`src/rtl/arb_mux.sv`:
```
// arb_mux: registered N:1 word multiplexer with valid/ready handshaking.
//
// The source channel is either taken from a binary select (mode = 0) or
// picked by a round-robin arbiter among the valid channels (mode = 1).
// The chosen word is captured into a single output register stage.
//
// Ports:
//   clock      in   1             rising-edge clock
//   reset_n    in   1             asynchronous active-low reset
//   mode       in   1             0 = fixed select, 1 = round-robin
//   select     in   SEL_W         channel index used in fixed mode
//   in_data    in   NUM_IN*WIDTH  channel k at [k*WIDTH +: WIDTH]
//   in_valid   in   NUM_IN        per-channel valid
//   in_ready   out  NUM_IN        per-channel ready (one-hot or zero)
//   out_data   out  WIDTH         registered output word
//   out_src    out  SEL_W         channel that supplied out_data
//   out_valid  out  1             out_data holds an untaken word
//   out_ready  in   1             downstream accepts the word
module arb_mux #(
  parameter int WIDTH  = 32,
  parameter int NUM_IN = 8,
  parameter int SEL_W  = 3
) (
  input  logic                    clock,
  input  logic                    reset_n,
  input  logic                    mode,
  input  logic [SEL_W-1:0]        select,
  input  logic [NUM_IN*WIDTH-1:0] in_data,
  input  logic [NUM_IN-1:0]       in_valid,
  output logic [NUM_IN-1:0]       in_ready,
  output logic [WIDTH-1:0]        out_data,
  output logic [SEL_W-1:0]        out_src,
  output logic                    out_valid,
  input  logic                    out_ready
);

  logic              load;
  logic              xfer;
  logic              grant_valid;
  logic [SEL_W-1:0]  grant;
  logic [SEL_W-1:0]  ptr;
  logic [WIDTH-1:0]  grant_data;

  logic [NUM_IN-1:0] hi_valid;
  logic              hi_any;
  logic [SEL_W-1:0]  hi_idx;
  logic [SEL_W-1:0]  lo_idx;
  logic [SEL_W-1:0]  rr_grant;
  logic              fixed_valid;

  assign load = !out_valid || out_ready;
  assign xfer = load && grant_valid;

  // Round-robin: channels at or above ptr are searched first; if none of
  // them is valid the search wraps to the lowest valid channel overall.
  always_comb begin
    hi_valid = '0;
    hi_any   = 1'b0;
    hi_idx   = '0;
    lo_idx   = '0;
    for (int k = 0; k < NUM_IN; k++) begin
      hi_valid[k] = in_valid[k] && (SEL_W'(k) >= ptr);
    end
    for (int k = NUM_IN - 1; k >= 0; k--) begin
      if (hi_valid[k]) begin
        hi_idx = SEL_W'(k);
        hi_any = 1'b1;
      end
      if (in_valid[k]) begin
        lo_idx = SEL_W'(k);
      end
    end
    rr_grant = hi_any ? hi_idx : lo_idx;
  end

  // A select value with no matching channel simply yields no grant.
  always_comb begin
    fixed_valid = 1'b0;
    for (int k = 0; k < NUM_IN; k++) begin
      if (SEL_W'(k) == select) begin
        fixed_valid = in_valid[k];
      end
    end
  end

  always_comb begin
    if (mode) begin
      grant       = rr_grant;
      grant_valid = |in_valid;
    end else begin
      grant       = select;
      grant_valid = fixed_valid;
    end
  end

  always_comb begin
    grant_data = '0;
    in_ready   = '0;
    for (int k = 0; k < NUM_IN; k++) begin
      if (SEL_W'(k) == grant) begin
        grant_data  = in_data[k*WIDTH +: WIDTH];
        in_ready[k] = xfer;
      end
    end
  end

  always_ff @(posedge clock or negedge reset_n) begin
    if (!reset_n) begin
      out_valid <= 1'b0;
      out_data  <= '0;
      out_src   <= '0;
      ptr       <= '0;
    end else if (load) begin
      out_valid <= grant_valid;
      if (grant_valid) begin
        out_data <= grant_data;
        out_src  <= grant;
        if (mode) begin
          ptr <= (grant == SEL_W'(NUM_IN - 1)) ? '0 : grant + 1'b1;
        end
      end
    end
  end

endmodule

```
`config.mk`:
```
export PLATFORM = sky130hd
export DESIGN_NAME = arb_mux
export DESIGN_NICKNAME = d
export VERILOG_FILES = /design/src/rtl/arb_mux.sv
export SDC_FILE = /design/constraint.sdc
export NUM_CORES = 1
export LEC_CHECK = 0
export ABC_AREA = 1
export BUFFER_PORTS_ARGS = -buffer_cell sky130_fd_sc_hd__buf_2
export CAP_MARGIN = 20
export CORE_AREA = 2 2 124 126
export CTS_BUF_LIST = sky130_fd_sc_hd__clkbuf_16
export DETAILED_ROUTE_END_ITERATION = 10
export DIE_AREA = 0 0 126 128
export GPL_TIMING_DRIVEN = 1
export PLACE_DENSITY = 0.71
export SLEW_MARGIN = 20
export SYNTH_ARGS = -nofsm -noshare
export SYNTH_HDL_FRONTEND = slang
export SYNTH_SLANG_ARGS = --single-unit
```
`constraint.sdc`:
```
create_clock -name clock -period 7.1 [get_ports clock]
set_input_delay 0.355 -clock clock [delete_from_list [all_inputs] [get_ports clock]]
set_output_delay 0.355 -clock clock [all_outputs]
set_load 0.01 [all_outputs]
```
==> impl_metrics.json <==
{
  "timing_hold_violations_final": 0,
  "antenna_found_initial": 0,
  "port_buffers": 314,
  "hp-class": "input port to async pin",
  "num-nets-final": 1589,
  "power.leakage_nw": 4.65,
  "numCtsBuffers": 5,
  "grt.total_usage_pct": 25.9,
  "status": "finished clean",
  "worst-r2r-cell-count": 17,
  "htreeDepth": 2,
  "clk_latency_ns": 0.28,
  "crit_type": "flop to output pin",
  "end_kind": "output pin",
  "worst_pin_slew_ns": 0.962,
  "synthCells": 1044,
  "via_per_inst": 4.79,
  "avgRoutedWirePerCell_um": 14.4,
  "fin_area_um2": 7040,
  "reg2reg_slack_ns": 2.41,
  "path_clk_slew_ns": 0.06,
  "ctsResizeCount": 0,
  "dp_cells": 1492,
  "cp.arrival_ns": 4.53,
  "fmax_ghz": 0.205,
  "placementRows": 45,
  "ys_seq_area_share_pct": 18.5,
  "die_w_um": 126,
  "firstDrtPassIters": 5,
  "syn_nets": 1321,
  "yosysWarningCount": 0,
  "grt_max_degree": 60,
  "drt_iter0_markers": 395,
  "ios": 315,
  "rr_startpoint": "ptr[2]",
  "antenna_left": 0,
  "ys_ff_latch": 39,
  "wirelength_um": 21600,
  "cts_buffer_depth": 2,
  "core-area_um2": 14900,
  "power_mw": 1.84,
  "vias": 7193,
  "hold_ws_ns": 0.225,
  "die-area_um2": 16100,
  "avgSynthCellArea_um2": 5.04,
  "placed_area_um2": 6890,
  "cts_setup_buffers": 0,
  "cts_tree": "yes",
  "grt_first_pass_wirelength_um": 33600,
  "max_cap_violations": 0,
  "cp.required_ns": 6.74,
  "irDropWorstVdd_uv": 115,
  "synth_area_um2": 5270,
  "finalSetupTns_ns": 0,
  "hpwl_um": 16900,
  "path_max_fanout": 41,
  "cts_hold_buf": 0,
  "grt_overflow_total": 0,
  "finalSetupViolations": 0,
  "synth.distinct_cells": 28,
  "antennaDiodeCount": 0,
  "stdcell_count": 1501,
  "max-slew-margin-rel_pct": 35.8,
  "cts-root-buf": "clkbuf_16",
  "fin_crit_sh_pct": 68.8,
  "area_delta_synth_final_pct": 33.7,
  "drc": 0,
  "gp_congestion": 0.912,
  "timing.rr.end": "out_data[0]",
  "layout_commonest_cell": "nand2_1",
  "fin_skew_ns": 0.00347,
  "fin_crit_ns": 4.88,
  "layout-drive-gt1-share_pct": 26.0,
  "power_density_nw_per_um2": 261,
  "grt_pass1_vias": 6743,
  "start_util_pct": 35.4,
  "layout_common_cells": "415 x nand2_1, 314 x buf_2, 203 x inv_1",
  "rsz0062_at_grt": "false",
  "cp-start-kind": "flop",
  "cts.sinks": 39,
  "finalMaxSlewViolations": 0,
  "die_h_um": 128
}
==> critical path, stage by stage, from the launching register on <==
cell	delay, ns
dfrtp_1	0.46
nand3_1	0.13
a21oi_1	0.19
nand3_1	0.13
nand2_2	0.46
nand2_4	0.46
inv_2	0.21
ha_1	0.79
clkinv_1	0.75
buf_16	0.38
nor2_1	0.11
buf_2	0.14
==> routing by layer <==
metal  routed length [um]  vias up  GRT usage, %
met3                 1600       36          3.96
li1                     -     3686             -
met1                 8840     3151          32.0
met2                10600      320          46.7
met4                  592        0          7.50
met5                    0        -             0
==> registers in the layout (all words and copies together) (netlist names) <==
register   count
out_data      32
out_src        3
ptr            3
out_valid      1
==> final cells by class <==
| cell class | count | area (um2) |
|---|---|---|
| sequential | 39 | 976 |
| inverter | 206 | 773 |
| tap | 188 | 235 |
| timing repair buffer | 324 | 1670 |
| fill | 1688 | 7830 |
| multi-input combinational | 736 | 3240 |
| clock inverter | 3 | 12.5 |
| clock buffer | 5 | 125 |
==> worst max path at each step <==
stage	start	endpoint	slack (ns)	depth (start not counted)
finish	ptr[2]	in_ready[3]	2.22	11
global route	ptr[2]	in_ready[3]	1.87	11
CTS	ptr[2]	in_ready[3]	2.28	11
detailed placement	mode	out_data[0]	2.40	16
global placement	mode	out_data[0]	2.10	15
floorplan	ptr[2]	out_data[22]	4.40	19
==> stage by stage <==
stage	util (%)	setup slack, ns
finish	47.4	2.22
global route	47.4	1.87
CTS	47.3	2.28
detailed placement	46.3	2.40
global placement	46.1	2.10
floorplan	-	4.40
==> power breakdown <==
part | total [mW] | switching (mW) | internal, mW | leakage, nW
Combinational | 1.24 | 0.811 | 0.434 | 4.09
Sequential | 0.379 | 0.0611 | 0.318 | 0.489
Clock | 0.215 | 0.0884 | 0.127 | 0.0762
==> logic make-up (layout without fill, tap and decap cells) <==
family,count (synthesis),in the layout,synth area share (%)
adder cells (fa/ha/maj),6,6,1.43
buffers and inverters,269,538,20.0
AND/OR/NAND/NOR,606,606,46.9
flip-flops,39,39,18.5
AO/OA/AOI/OAI,124,124,13.1
==> cell usage after synthesis (all sizes together) <==
| library cell | n | area, um2 |
|---|---|---|
| nand2 | 417 | 1580 |
| nand4 | 31 | 194 |
| nor3 | 2 | 10.0 |
| clkinv | 2 | 7.51 |
| a22oi | 23 | 173 |
| a21oi | 30 | 154 |
| o211ai | 1 | 7.51 |
| nand3 | 61 | 305 |
| nand3b | 1 | 7.51 |
| o21ai | 68 | 340 |
| inv | 204 | 766 |
| a21boi | 1 | 7.51 |
| buf | 28 | 149 |
| clkbuf | 35 | 131 |
| nor2 | 94 | 378 |
| ha | 6 | 75.1 |
| dfrtp | 39 | 976 |
| a22o | 1 | 8.76 |
No activity file was read; power rests on OpenSTA's default activity.
